[config.mk]
export PLATFORM = sky130hd
export DESIGN_NAME = stack_bus_upstream_arb
export DESIGN_NICKNAME = d
export VERILOG_FILES = /design/src/rtl/stack_bus_upstream_arb.sv
export SDC_FILE = /design/constraint.sdc
export NUM_CORES = 1
export LEC_CHECK = 0
export BUFFER_PORTS_ARGS = -buffer_cell sky130_fd_sc_hd__buf_2
export CAP_MARGIN = 5
export CORE_AREA = 2 2 453 455
export CTS_BUF_LIST = sky130_fd_sc_hd__clkbuf_4 sky130_fd_sc_hd__clkbuf_8
export CTS_CLUSTER_DIAMETER = 30
export DETAILED_ROUTE_END_ITERATION = 8
export DIE_AREA = 0 0 455 457
export GPL_ROUTABILITY_DRIVEN = 0
export HOLD_SLACK_MARGIN = 0.03
export PLACE_DENSITY = 0.32
export SLEW_MARGIN = 20
export SYNTH_ARGS = -nofsm -noshare
export SYNTH_HDL_FRONTEND = slang
export SYNTH_SLANG_ARGS = --single-unit
[constraint.sdc]
create_clock -name clk -period 7.3 [get_ports clk]
set_input_delay 1.46 -clock clk [delete_from_list [all_inputs] [get_ports clk]]
set_output_delay 1.46 -clock clk [all_outputs]
set_load 0.01 [all_outputs]
[src/rtl/stack_bus_upstream_arb.sv]
// stack_bus_upstream_arb: round-robin, packet-atomic arbiter from the PE array onto one registered upstream port.
// Optional parity output is enabled by defining STACK_BUS_UPSTREAM_PARITY_EN.
module stack_bus_upstream_arb #(
    parameter int NUM_PE        = 16,
    parameter int ID_W          = 4,
    parameter int DATA_W        = 64,
    parameter int MAX_PKT_BEATS = 256
) (
    input  logic                     clk,
    input  logic                     reset_poweron,
    input  logic [NUM_PE-1:0]        pe__stu__valid,
    input  logic [2*NUM_PE-1:0]      pe__stu__cntl,
    input  logic [DATA_W*NUM_PE-1:0] pe__stu__data,
    output logic [NUM_PE-1:0]        stu__pe__ready,
    output logic                     stu__sys__valid,
    output logic [1:0]               stu__sys__cntl,
    output logic [ID_W-1:0]          stu__sys__peId,
    output logic [DATA_W-1:0]        stu__sys__data,
    input  logic                     sys__stu__ready,
    output logic                     stu__sys__error
`ifdef STACK_BUS_UPSTREAM_PARITY_EN
    ,
    output logic                     stu__sys__parity
`endif
);
    localparam int CNT_W = (MAX_PKT_BEATS > 1) ? $clog2(MAX_PKT_BEATS) : 1;

    typedef enum logic [1:0] {IDLE, PKT, GAP} state_t;

    state_t            state;
    logic [ID_W-1:0]   gnt;
    logic [ID_W-1:0]   rr_ptr;
    logic [ID_W-1:0]   search_idx;
    logic [ID_W-1:0]   cur_idx;
    logic [ID_W:0]     cand;
    logic [CNT_W-1:0]  beat_cnt;
    logic              found;
    logic              active;
    logic              load_ok;
    logic              sel_valid;
    logic              accept;
    logic              first_beat;
    logic              frame_err;
    logic              overlen;
    logic              release_pkt;
    logic [1:0]        sel_cntl;
    logic [1:0]        out_cntl;
    logic [DATA_W-1:0] sel_data;

    // Rotating priority search starting just after the last released PE.
    always_comb begin
        found      = 1'b0;
        search_idx = '0;
        cand       = '0;
        for (int k = 1; k <= NUM_PE; k++) begin
            cand = {1'b0, rr_ptr} + (ID_W+1)'(k);
            if (cand >= (ID_W+1)'(NUM_PE)) begin
                cand = cand - (ID_W+1)'(NUM_PE);
            end
            if (!found && pe__stu__valid[cand[ID_W-1:0]]) begin
                found      = 1'b1;
                search_idx = cand[ID_W-1:0];
            end
        end
    end

    assign load_ok     = !stu__sys__valid || sys__stu__ready;
    assign active      = (state == PKT) || ((state == IDLE) && found);
    assign cur_idx     = (state == IDLE) ? search_idx : gnt;
    assign sel_valid   = pe__stu__valid[cur_idx];
    assign sel_cntl    = pe__stu__cntl[2*cur_idx +: 2];
    assign sel_data    = pe__stu__data[DATA_W*cur_idx +: DATA_W];
    assign accept      = reset_poweron && active && load_ok && sel_valid;
    assign first_beat  = (beat_cnt == '0);
    assign frame_err   = first_beat ? !sel_cntl[0] : sel_cntl[0];
    assign overlen     = (beat_cnt == CNT_W'(MAX_PKT_BEATS-1)) && !sel_cntl[1];
    assign out_cntl    = overlen ? 2'b10 : sel_cntl;
    assign release_pkt = accept && (sel_cntl[1] || overlen);
    assign stu__sys__error = accept && (frame_err || overlen);

    // Only the granted PE sees ready; reset forces every ready low.
    always_comb begin
        stu__pe__ready = '0;
        if (reset_poweron && active) begin
            stu__pe__ready[cur_idx] = load_ok;
        end
    end

    always_ff @(posedge clk or negedge reset_poweron) begin
        if (!reset_poweron) begin
            state           <= IDLE;
            gnt             <= '0;
            rr_ptr          <= ID_W'(NUM_PE-1);
            beat_cnt        <= '0;
            stu__sys__valid <= 1'b0;
            stu__sys__cntl  <= '0;
            stu__sys__peId  <= '0;
            stu__sys__data  <= '0;
`ifdef STACK_BUS_UPSTREAM_PARITY_EN
            stu__sys__parity <= 1'b0;
`endif
        end else begin
            case (state)
                IDLE: begin
                    if (found) begin
                        gnt   <= search_idx;
                        state <= PKT;
                    end
                end
                PKT: begin
                end
                GAP: begin
                    state <= IDLE;
                end
                default: begin
                    state <= IDLE;
                end
            endcase

            // A release (EOP or forced) overrides the IDLE->PKT move for single-beat packets.
            if (release_pkt) begin
                rr_ptr   <= cur_idx;
                beat_cnt <= '0;
                state    <= GAP;
            end else if (accept) begin
                beat_cnt <= beat_cnt + 1'b1;
            end

            if (accept) begin
                stu__sys__valid <= 1'b1;
                stu__sys__cntl  <= out_cntl;
                stu__sys__peId  <= cur_idx;
                stu__sys__data  <= sel_data;
`ifdef STACK_BUS_UPSTREAM_PARITY_EN
                stu__sys__parity <= ^{out_cntl, cur_idx, sel_data};
`endif
            end else if (sys__stu__ready) begin
                stu__sys__valid <= 1'b0;
            end
        end
    end
endmodule
# Yosys cells after proc, flatten, opt, wreduce, memory -nomap -nowiden
# Cells that the tools add are included.
# op_classes
add_sub_neg,33
order_cmp,34
n_eq_ne,4
shifts,2
n_mux,95
bitwise_logic,1
n_reduce_logical,51
# ops
operator,count
$shiftx A1024 B11 Y64,1
$mux W4,33
$lt A4 B5 Y1 const B,17
$ge A5 B5 Y1 const B,16
$bmux W1 S4,17
$sub A4 B1 Y4 const B,16
$add A4 B4 Y5 const B,8
$mux W1,37
$shiftx A32 B6 Y2,1
$logic_and A1 B1 Y1,23
$add A4 B3 Y5 const B,4
$logic_not A1 Y1,18
$and A16 B16 Y16,1
$mux W16,1
$mux W8,2
$add A4 B2 Y5 const B,2
$add A8 B1 Y8 const B,1
$eq A8 B8 Y1 const B,1
$logic_not A8 Y1,1
$mux W2,3
$add A4 B1 Y5 const B,1
$add A4 B5 Y5 const B,1
$demux W1 S4,1
$ge A4 B1 Y1 const B,1
8 further kinds,13
# totals
ff_bits,89
in_bits,1075
out_inout_bits,88
elab_cells,228

# Depth between registers and ports, before layout
# Gate-level depths: netlist (run 1).
# depth
depth_word,59
ltp_mapped,25
depth_no_buf,17

# Worst setup path after synthesis (run 1)
# OpenSTA, ideal clock, no wires.
# synth_path
kind,register to output
start,register rr_ptr[1]
end,output port stu__sys__error
arrival_ns,5.861
required_time_ns,5.840
slack_ns,-0.021
stages_incl_launch_ff,24
n_path_buf,8
path_cell_list,dfstp_2 -> buf_6 -> buf_6 -> buf_2 -> clkinv_1 -> ha_1 -> clkbuf_1 -> clkbuf_1 -> mux2_2 -> mux4_2 -> or3_1 -> inv_1 -> nand4_1 -> o22ai_1 -> mux2i_1 -> o21ai_4 -> mux4_2 -> a22oi_1 -> nor2_4 -> nor2_2 -> buf_6 -> buf_2 -> buf_2 -> a21oi_1
# synth_via
elab_chain_cells,57
elab_cells_between_ends,173
# synth_rtl
element,line,source
"start, declared",32,logic [ID_W-1:0] rr_ptr;
"start signal, assigned",93,rr_ptr <= ID_W'(NUM_PE-1);
"start signal, assigned",122,rr_ptr <= cur_idx;
$add A4 B1 Y5,56,"cand = {1'b0, rr_ptr} + (ID_W+1)'(k);"
$sub A4 B1 Y4 / $ge A5 B5 Y1 (equally long branches),"58, 57",
$mux W4,57,if (cand >= (ID_W+1)'(NUM_PE)) begin
$bmux W1 S4,60,if (!found && pe__stu__valid[cand[ID_W-1:0]]) begin
$mux W1 (implied by the code),60,
$mux W1,60,
$logic_not A1 Y1,60,
$logic_and A1 B1 Y1,60,
[... 41 more ...],n/a,
$logic_and A1 B1 Y1,60,
$mux W4 / $mux W1 (equally long branches),60,
$mux W4 / $logic_and A1 B1 Y1 (equally long branches),"69, 68",
$shiftx A32 B6 Y2 / $logic_or A1 B1 Y1 (equally long branches),"71, 68",
"$logic_not A1 Y1, or another cell as far along",75,assign frame_err = first_beat ? !sel_cntl[0] : sel_cntl[0];
"$mux W1, or another cell as far along",75,
$logic_or A1 B1 Y1 / $logic_and A1 B1 Y1 (equally long branches),"79, 73",
$logic_and A1 B1 Y1 (*),79,assign stu__sys__error = accept && (frame_err || overlen);
"end, declared",20,output logic stu__sys__error
# Mark *: on every way between the ends. The rest lies on a longest branch, timed or not. The select of a mux whose other input is x is not followed.

# Worst setup path after layout (run 1)
# layout_path
start,input port pe__stu__valid[13]
end,output port stu__sys__error
# layout_via
elab_chain_cells,54
elab_cells_between_ends,109
# layout_rtl
element,line,source
"start, declared",11,"input logic [NUM_PE-1:0] pe__stu__valid,"
$bmux W1 S4,60,
$mux W1 (implied by the code),60,
$mux W1,60,
$logic_not A1 Y1,60,
$logic_and A1 B1 Y1,60,
$mux W1,60,
$logic_not A1 Y1,60,
$logic_and A1 B1 Y1,60,
[... 38 more ...],n/a,
$logic_and A1 B1 Y1,60,
$mux W4 / $mux W1 (equally long branches),60,
$mux W4 / $logic_and A1 B1 Y1 (equally long branches),"69, 68",
$shiftx A32 B6 Y2 / $logic_or A1 B1 Y1 (equally long branches),"71, 68",
"$logic_not A1 Y1, or another cell as far along",75,
"$mux W1, or another cell as far along",75,
$logic_or A1 B1 Y1 / $logic_and A1 B1 Y1 (equally long branches),"79, 73",
$logic_and A1 B1 Y1 (*),79,
# Marks and branches as above.

==> results of run 1 <==
## synth_stat cells (3+ instances only)
library cell	count
dfstp_2	4
a21oi_1	84
ha_1	10
and2_1	262
xor2_1	3
nand3_1	19
dfrtp_1	85
nand4_1	6
xnor2_1	10
nand2b_1	10
o211ai_1	5
a221oi_1	3
a22oi_1	131
a211oi_1	260
or3_1	3
o21a_1	3
mux2_2	27
nor2_1	33
buf_6	7
a32oi_1	3
nor3_1	12
o22a_1	5
a31oi_1	260
buf_2	39
inv_1	17
o22ai_1	10
o211a_1	4
clkinv_1	3
buf_1	5
nor4b_1	4
a21o_1	68
o21ai_0	18
clkbuf_1	188
mux4_2	31
a22o_1	4
and3_1	8
nand2_1	565
nor2b_1	8
a32o_1	3
inv_2	3
mux2i_1	34
## repair_timing
item | 4_1_cts | 5_1_grt
gates resized for setup | 6 | 19
pin swaps | 0 | 6
setup endpoints to repair | 1 | 1
hold endpoints to repair | 0 | 0
buffers inserted | 2 | 8
## stage by stage
step	total power, mW	utilization	setup TNS (ns)
after detailed placement	15.6	0.124	-0.0353
final	15.8	0.127	0
after floorplan	8.78	-	0
after CTS	16.2	0.125	0
after global placement	15.6	0.124	-0.0213
after global routing	17.1	0.126	-0.00597
## state kept, by name, summed over array words and instances, names as in the netlist
| signal | count |
|---|---|
| state | 2 |
| stu__sys__valid | 1 |
| stu__sys__peId | 4 |
| stu__sys__data | 64 |
| stu__sys__cntl | 2 |
| rr_ptr | 4 |
| gnt | 4 |
| beat_cnt | 8 |
## routing by layer
metal / wire (um) / vias to the layer above
li1: - / 10800
met2: 80400 / 1027
met5: 241 / -
met1: 64000 / 11200
met4: 3240 / 38
met3: 11400 / 214
## how the worst min path moves through the flow
| stage | start | end | depth (start not counted) |
|---|---|---|---|
| after global placement | stu__sys__data[10] | stu__sys__data[10] | 1 |
| after global routing | stu__sys__data[14] | stu__sys__data[14] | 1 |
| after detailed placement | stu__sys__data[21] | stu__sys__data[21] | 1 |
| final | stu__sys__data[27] | stu__sys__data[27] | 1 |
| after CTS | stu__sys__data[14] | stu__sys__data[14] | 1 |
| after floorplan | gnt[1] | gnt[1] | 2 |
## worst reg2reg max path: cells and delay by family (launching register included)
family / cells / cell delay, ns
flops: 1 / 0.63
buf+inv: 8 / 2.12
simple gates: 5 / 1.14
fa+ha+maj: 1 / 0.34
compound gates: 8 / 1.47
mux: 1 / 0.55
## power breakdown
group	switching [mW]	internal, mW
logic	9.37	5.03
clock network	0.325	0.133
registers	0.162	0.747
## kinds of logic after synthesis
family | synth area share
AND/OR/NAND/NOR | 0.287
AO/OA/AOI/OAI | 0.394
buffers and inverters | 0.0706
multiplexers | 0.0884
flip-flops | 0.143
XOR/XNOR | 0.00836
adder cells (fa/ha/maj) | 0.00804
## cell type report
type,instances,area (um2),share of cell area
diodes,42,105,0.00408
clock buffers,9,124,0.00481
clock inverters,7,72.6,0.00282
inverters,23,92.6,0.00360
multi-input cells,1951,12400,0.481
flip-flops and latches,89,2230,0.0867
well taps,2688,3360,0.131
repair buffers,1342,7370,0.286
==> results.sh, run 1 <==
export IMPL_outcome="completed"
export IMPL_placed_cell_area_mm2=0.0253
export IMPL_grt_first_pass_wirelength_um=205000
export IMPL_area_growth_pct=65.4
export IMPL_start_util=0.0766
export IMPL_gr_total_overflow=0
export IMPL_antenna_left=0
export IMPL_layout_nets=4501
export IMPL_antenna_found_initial=106
export IMPL_vias=23300
export IMPL_worstPathMaxFanout=8
export IMPL_cts_buffer_depth=2
export IMPL_grt_max_degree=168
export IMPL_finalSetupViolCount=0
export IMPL_period_share=0.972
export IMPL_core_mm2=0.203
export IMPL_clkSlewWorstSetupHoldPaths_ns=0.13
export IMPL_path_common_cell="mux4_2"
export IMPL_powerDensity_mw_per_mm2=612
export IMPL_synthFlopType="dfrtp_1"
export IMPL_r2r_cells=23
export IMPL_critPathArrivalTime_ns=5.64
export IMPL_maxCapViolCount=0
export IMPL_critical_path_max_stage_delay_ns=0.56
export IMPL_io_buffers=1162
export IMPL_instances_no_fill=6151
export IMPL_min_period_ns=7.10
export IMPL_dr_pass1_iters=8
export IMPL_ys_ff_latch=89
export IMPL_final_cell_mix="buf_2 (1160), nand2_1 (563), and2_1 (260), a31oi_1 (260), a211oi_1 (256)"
export IMPL_mostFrequentLayoutCell="buf_2"
export IMPL_grtUsageMet1=0.171
export IMPL_report_final_slew_viol_count=0
export IMPL_startpoint_type="primary input"
export IMPL_die_area_mm2=0.208
export IMPL_async_flop_share=1.00
export IMPL_vias_per_cell=3.79
export IMPL_use_met3=0.0382
export IMPL_die_w_um=455
export IMPL_path_class="in2out"
export IMPL_cts_root_buf="clkbuf_8"
export IMPL_cts_htree_levels=3
export IMPL_grtUsageMet2=0.263
export IMPL_ff2ff_setup_slack_ns=0.96
export IMPL_crit_start="pe__stu__valid[13]"
export IMPL_grt_pass1_vias=22800
export IMPL_hold_slack_ns=0.489
export IMPL_relSlewSlack=0.343
export IMPL_detailed_place_hpwl_um=137000
export IMPL_rows=166
export IMPL_grt_total_usage=0.146
export IMPL_tightest_slew_ns=0.981
export IMPL_endpoint_kind="output pin"
export IMPL_rr_endpoint="stu__sys__data[44]"
export IMPL_hp_class="reg2reg"
export IMPL_yosysTopAreaCellShare=0.137
export IMPL_clk_latency_ns=0.54
export IMPL_syn_avg_cell_area_um2=6.76
export IMPL_synth_cells=2304
export IMPL_netlist_top_cells_area="dfrtp_1 (14%), nand2_1 (14%), a211oi_1 (13%)"
export IMPL_drive_gt1_frac=0.429
export IMPL_synth_warning_count=0
export IMPL_cts_inserted_buffers=9
export IMPL_ys_seq_area_frac=0.143
export IMPL_initialDrtViolationCount=1651
export IMPL_grt_busiest_layer="met2"
export IMPL_netlist_area_mm2=0.0156
export IMPL_die_height_um=457
export IMPL_path_cells="buf_2 > mux4_2 > mux4_2 > clkinv_1 > nand2_2 > nor3b_1 > nand3_1 > o211a_1 > or3b_4 > o21ai_4 > buf_12 > buf_4 > mux4_2 > a22oi_2 > nor2_4 > nor2_4 > a21oi_2 > buf_4"
export IMPL_peakVddDrop_uv=478
export IMPL_fmax_mhz=141
export IMPL_cpMaxStageDelayCell="mux4_2"
export IMPL_dp_cells=6083
export IMPL_cts_tree="yes"
export IMPL_power_leakage_nw=11.5
export IMPL_synth_cell_types=80
export IMPL_cp_required_ns=5.84
export IMPL_crit_family="multiplexers"
export IMPL_finalWirelength_um=159000
export IMPL_path_buf_inv=5
export IMPL_ctsHoldBuffers=0
export IMPL_hold_viol_final=0
export IMPL_fin_ws_ns=0.202
export IMPL_synth_edf_count=0
export IMPL_ios=1163
export IMPL_dp_slack_ns=-0.0353
export IMPL_synth_top_area_cell="dfrtp_1"
export IMPL_remaining_drc_errors=0
export IMPL_timing_rr_start="rr_ptr[1]"
export IMPL_avgRoutedWirePerCell_um=25.9
export IMPL_cts_sink_count=89
export IMPL_finalClockSkew_ns=0.0249
export IMPL_fillers=23900
export IMPL_endpoint="stu__sys__error"
export IMPL_synth_fp_nets=3389
export IMPL_cp_depth=18
export IMPL_final_area_mm2=0.0258
No activity file was read; power rests on OpenSTA's default activity.
==> inputs of run 2 (changes only) <==
==> constraint.sdc (replaced) <==
create_clock -name clk -period 5.8 [get_ports clk]
set_input_delay 1.16 -clock clk [delete_from_list [all_inputs] [get_ports clk]]
set_output_delay 1.16 -clock clk [all_outputs]
set_load 0.01 [all_outputs]
==> results.sh, run 2 (synthesized netlist as in run 1, its figures left out) <==
export IMPL_outcome="finished, violations left"
export IMPL_violations="negative setup slack"
export IMPL_dp_slack_ns=-1.30
export IMPL_cts_htree_levels=3
export IMPL_io_buffers=1162
export IMPL_report_final_slew_viol_count=0
export IMPL_hold_start="stu__sys__data[20]"
export IMPL_layout_nets=4713
export IMPL_clk_latency_ns=0.53
export IMPL_ff2ff_setup_slack_ns=-0.07
export IMPL_cts_inserted_buffers=9
export IMPL_critical_path_max_stage_delay_ns=0.61
export IMPL_remaining_drc_errors=0
export IMPL_ios=1163
export IMPL_p_int_mw=9.88
export IMPL_drive_gt1_frac=0.484
export IMPL_critPathArrivalTime_ns=5.40
export IMPL_maxCapViolCount=0
export IMPL_power_leakage_nw=12.9
export IMPL_min_period_ns=6.56
export IMPL_path_buf_inv=5
export IMPL_grt_pass1_vias=24400
export IMPL_finalWirelength_um=169000
export IMPL_grt_total_usage=0.154
export IMPL_placed_cell_area_mm2=0.0267
export IMPL_core_mm2=0.203
export IMPL_clkSlewWorstSetupHoldPaths_ns=0.14
export IMPL_finalClockSkew_ns=0.0202
export IMPL_ctsHoldBuffers=0
export IMPL_cp_required_ns=4.64
export IMPL_vias=24500
export IMPL_mostFrequentLayoutCell="buf_2"
export IMPL_antenna_found_initial=131
export IMPL_initialDrtViolationCount=1609
export IMPL_p_clk_frac=0.024
export IMPL_relSlewSlack=0.347
export IMPL_die_w_um=455
export IMPL_vias_per_cell=3.84
export IMPL_fin_ws_ns=-0.760
export IMPL_hold_slack_ns=0.482
export IMPL_pwr_share_seq=0.049
export IMPL_path_cells="buf_6 > buf_12 > mux4_2 > mux4_2 > nand2b_4 > nor3_4 > nand3_2 > o211a_1 > or3b_4 > o21ai_4 > buf_8 > buf_4 > mux4_2 > a22oi_2 > nor2_4 > nor2_4 > a21oi_4 > buf_6"
export IMPL_sw_frac_of_total=0.576
export IMPL_detailed_place_hpwl_um=143000
export IMPL_startpoint_type="register"
export IMPL_powerDensity_mw_per_mm2=815
export IMPL_crit_start="rr_ptr[1]"
export IMPL_grt_first_pass_wirelength_um=216000
export IMPL_path_class="reg2out"
export IMPL_power_frac_comb=0.927
export IMPL_cpMaxStageDelayCell="dfstp_2"
export IMPL_cts_sink_count=89
export IMPL_rows=166
export IMPL_path_common_cell="mux4_2"
export IMPL_die_height_um=457
export IMPL_cts_buffer_depth=2
export IMPL_crit_family="multiplexers"
export IMPL_fmax_mhz=152
export IMPL_tightest_slew_ns=0.980
export IMPL_power_switching_mw=13.4
export IMPL_start_util=0.0766
export IMPL_area_growth_pct=83.7
export IMPL_rsz0062_at_grt="true"
export IMPL_grt_max_degree=172
export IMPL_avgRoutedWirePerCell_um=26.6
export IMPL_final_cell_mix="buf_2 (1152), nand2_1 (555), buf_4 (320)"
export IMPL_finalSetupViolCount=21
export IMPL_dr_pass1_iters=5
export IMPL_final_area_mm2=0.0286
export IMPL_cts_tree="yes"
export IMPL_instances_no_fill=6371
export IMPL_dp_cells=6243
export IMPL_worstPathMaxFanout=8
export IMPL_largest_reg_flops=64
export IMPL_timing_rr_start="rr_ptr[1]"
export IMPL_hp_class="reg2reg"
export IMPL_top_register="stu__sys__data"
export IMPL_antenna_left=0
export IMPL_peakVddDrop_uv=462
export IMPL_cts_root_buf="clkbuf_8"
export IMPL_die_area_mm2=0.208
export IMPL_largest_registers="stu__sys__data: 64 flops, beat_cnt: 8 flops"
export IMPL_period_share=1.13
export IMPL_endpoint_kind="output pin"
export IMPL_fin_util=0.141
export IMPL_gr_total_overflow=0
export IMPL_hold_viol_final=0
run 2: cell count changes in the layout (fill, tap and decap cells not counted), sizes merged:
cell / delta
clkbuf: +3
bufbuf: +4
diode: +8
buf: +205
run 2: through the flow:
step                power [mW]  setup TNS (ns)
floorplan                 11.2           -1.49
global placement          21.3          -51.91
detailed placement        21.3          -49.73
CTS                       23.3           -9.27
global route              25.2          -20.44
finish                    23.3           -7.02
run 2: final cells by class:
| type | instances | area (um2) |
|---|---|---|
| inverters | 23 | 110 |
| fillers | 23800 | 175000 |
| repair buffers | 1554 | 9600 |
| flip-flops and latches | 89 | 2230 |
| clock buffers | 9 | 124 |
| diodes | 50 | 125 |
| well taps | 2688 | 3360 |
| clock inverters | 7 | 75.1 |
| multi-input cells | 1951 | 13000 |
run 2: timing repair:
item	in CTS	in global routing
pin swaps	19	37
resized for setup	129	78
gates cloned	5	3
setup buffers	38	21
endpoints found under the setup margin	79	83
run 2: path summary, 6_finish.rpt:
kind,depth (start not counted),to
max reg2reg,21,stu__sys__cntl[0]
max,18,stu__sys__error
min in group asynchronous,1,stu__sys__data[50]
min,1,stu__sys__data[20]
min reg2reg,1,stu__sys__data[20]
max in group asynchronous,2,stu__sys__data[12]
run 2: worst reg2reg max path: stages, from the launching register on:
cell and delay, ns:
dfstp_2 0.61, buf_6 0.15, buf_12 0.13, mux4_2 0.53, mux4_2 0.51, nand2b_4 0.19
nor3_4 0.33, nand3_2 0.12, o211a_1 0.25, or3b_4 0.41, o21ai_4 0.19, buf_8 0.17
buf_4 0.13, mux4_2 0.50, a22oi_2 0.22, nor2_4 0.07, nor2_4 0.14, buf_4 0.35
buf_16 0.26, a211oi_1 0.14, buf_4 0.19, a22o_1 0.19
run 2: power groups by stage:
stage                     Clock [mW]  Combinational [mW]  Sequential, mW
after CTS                      0.632                21.6            1.14
after detailed placement           0                20.1            1.15
after global placement             0                20.2            1.14
after floorplan                    0                10.0            1.21
final                          0.562                21.6            1.14
after global routing           0.640                23.4            1.18
run 2: layer usage:
layer  vias to the layer above  track usage  wire (um)
met4                        64       0.0280       3600
met2                      1023        0.277      84800
li1                      11300            -          -
met3                       256       0.0544      15000
met5                         -            0        415
met1                     11800        0.173      65600
==> inputs of run 3 (changes only) <==
==> constraint.sdc (replaced) <==
create_clock -name clk -period 5.6 [get_ports clk]
set_input_delay 0.56 -clock clk [delete_from_list [all_inputs] [get_ports clk]]
set_output_delay 0.56 -clock clk [all_outputs]
set_load 0.01 [all_outputs]
==> results.sh, run 3 (synthesized netlist as in run 1, its figures left out) <==
export IMPL_outcome="finished, violations left"
export IMPL_violations="negative setup slack"
export IMPL_worstPathMaxFanout=8
export IMPL_cts_sink_count=89
export IMPL_dr_pass1_iters=5
export IMPL_critPathArrivalTime_ns=5.49
export IMPL_grt_max_degree=61
export IMPL_largest_reg_flops=64
export IMPL_hp_class="in2reg"
export IMPL_rsz0062_at_grt="true"
export IMPL_vias=24700
export IMPL_grt_pass1_vias=24600
export IMPL_maxCapViolCount=0
export IMPL_mostFrequentLayoutCell="buf_2"
export IMPL_layout_nets=4784
export IMPL_finalWirelength_um=169000
export IMPL_path_class="reg2out"
export IMPL_cts_tree="yes"
export IMPL_min_period_ns=6.05
export IMPL_dp_slack_ns=-0.341
export IMPL_clk_latency_ns=0.56
export IMPL_finalClockSkew_ns=0.0463
export IMPL_relSlewSlack=0.459
export IMPL_fmax_mhz=165
export IMPL_io_buffers=1162
export IMPL_drive_gt1_frac=0.508
export IMPL_die_w_um=455
export IMPL_die_area_mm2=0.208
export IMPL_cts_inserted_buffers=9
export IMPL_report_final_slew_viol_count=0
export IMPL_powerDensity_mw_per_mm2=859
export IMPL_cts_htree_levels=3
export IMPL_core_mm2=0.203
export IMPL_power_leakage_nw=13.3
export IMPL_fin_ws_ns=-0.445
export IMPL_initialDrtViolationCount=1394
export IMPL_vias_per_cell=3.83
export IMPL_final_cell_mix="buf_2 (1153), nand2_1 (561), buf_4 (374)"
export IMPL_grt_first_pass_wirelength_um=217000
export IMPL_startpoint_type="register"
export IMPL_cp_required_ns=5.04
export IMPL_finalSetupViolCount=14
export IMPL_antenna_left=0
export IMPL_largest_registers="stu__sys__data: 64 flops, beat_cnt: 8 flops"
export IMPL_hold_viol_final=0
export IMPL_gr_total_overflow=0
export IMPL_area_growth_pct=90.2
export IMPL_detailed_place_hpwl_um=146000
export IMPL_cts_root_buf="clkbuf_8"
export IMPL_remaining_drc_errors=0
export IMPL_rows=166
export IMPL_peakVddDrop_uv=318
export IMPL_die_height_um=457
export IMPL_start_util=0.0766
export IMPL_period_share=1.08
export IMPL_cts_buffer_depth=2
export IMPL_avgRoutedWirePerCell_um=26.3
export IMPL_top_register="stu__sys__data"
export IMPL_tightest_slew_ns=0.811
export IMPL_endpoint_kind="output pin"
export IMPL_ios=1163
export IMPL_clkSlewWorstSetupHoldPaths_ns=0.16
export IMPL_grt_total_usage=0.154
export IMPL_dp_cells=6313
export IMPL_instances_no_fill=6431
export IMPL_antenna_found_initial=119
run 3: final timing paths:
path                               startpoint                  to  slack, ns  depth (start not counted)
max                                 rr_ptr[0]     stu__sys__error      -0.45                         22
min                           sys__stu__ready     stu__sys__valid       0.32                          3
max reg2reg                         rr_ptr[0]  stu__sys__data[10]      -0.05                         24
min reg2reg                stu__sys__data[36]  stu__sys__data[36]       0.49                          1
max in group asynchronous       reset_poweron   stu__sys__data[5]       4.07                          3
min in group asynchronous       reset_poweron  stu__sys__data[60]       0.43                          2
run 3: cell type report:
class                      count  area [um2]
clock buffer                   9         124
fill                       23900      174000
antenna                       39        97.6
multi-input combinational   1951       13300
clock inverter                 7         100
tap                         2688        3360
inverter                      23         105
sequential                    89        2230
timing repair buffer        1625       10300
run 3: critical path, stage by stage (launching register included):
cell and delay [ns]:
dfstp_2 0.61, buf_12 0.16, buf_12 0.12, mux2_4 0.32, buf_6 0.13, mux2_4 0.27, mux4_2 0.54, or3_4 0.38
inv_2 0.07, nand4_1 0.16, buf_4 0.18, o22ai_2 0.21, mux2i_4 0.13, o21ai_4 0.11, buf_12 0.17, mux2i_2 0.23
a221oi_2 0.10, a21oi_2 0.18, xor2_1 0.17, mux2i_1 0.09, buf_4 0.18, a21oi_4 0.25, buf_6 0.14
run 3: routing by layer:
| layer | wire, um | track usage | vias to the layer above |
|---|---|---|---|
| li1 | - | - | 11400 |
| met1 | 68800 | 0.183 | 11900 |
| met2 | 83400 | 0.273 | 1048 |
| met3 | 11900 | 0.0381 | 238 |
| met4 | 4890 | 0.0381 | 28 |
| met5 | 183 | 0 | - |
run 3: where the power goes:
part | internal (mW) | switching [mW] | leakage (nW)
Combinational | 10.0 | 13.6 | 12.1
Sequential | 0.973 | 0.198 | 1.10
Clock | 0.256 | 0.417 | 0.115
Total | 11.2 | 14.2 | 13.3
run 3: metrics by stage:
stage	power (mW)	util	setup TNS, ns	hold WS (ns)	cell area (um2)
2_1_floorplan	11.6	-	0	0.264	15700
3_3_place_gp	23.1	0.135	-8.22	0.433	27400
3_5_place_dp	23.0	0.135	-4.15	0.429	27400
4_1_cts	24.9	0.140	-4.06	0.206	28500
5_1_grt	27.5	0.145	-7.93	0.279	29600
6_report	25.4	0.146	-1.92	0.322	29600
run 3: repair_timing:
item,CTS,global route
resized for setup,108,141
pin swaps,19,29
setup buffers,28,28
hold buffers,1,0
endpoints found under the setup margin,83,86
hold endpoints to repair,9,0
gates cloned,3,6
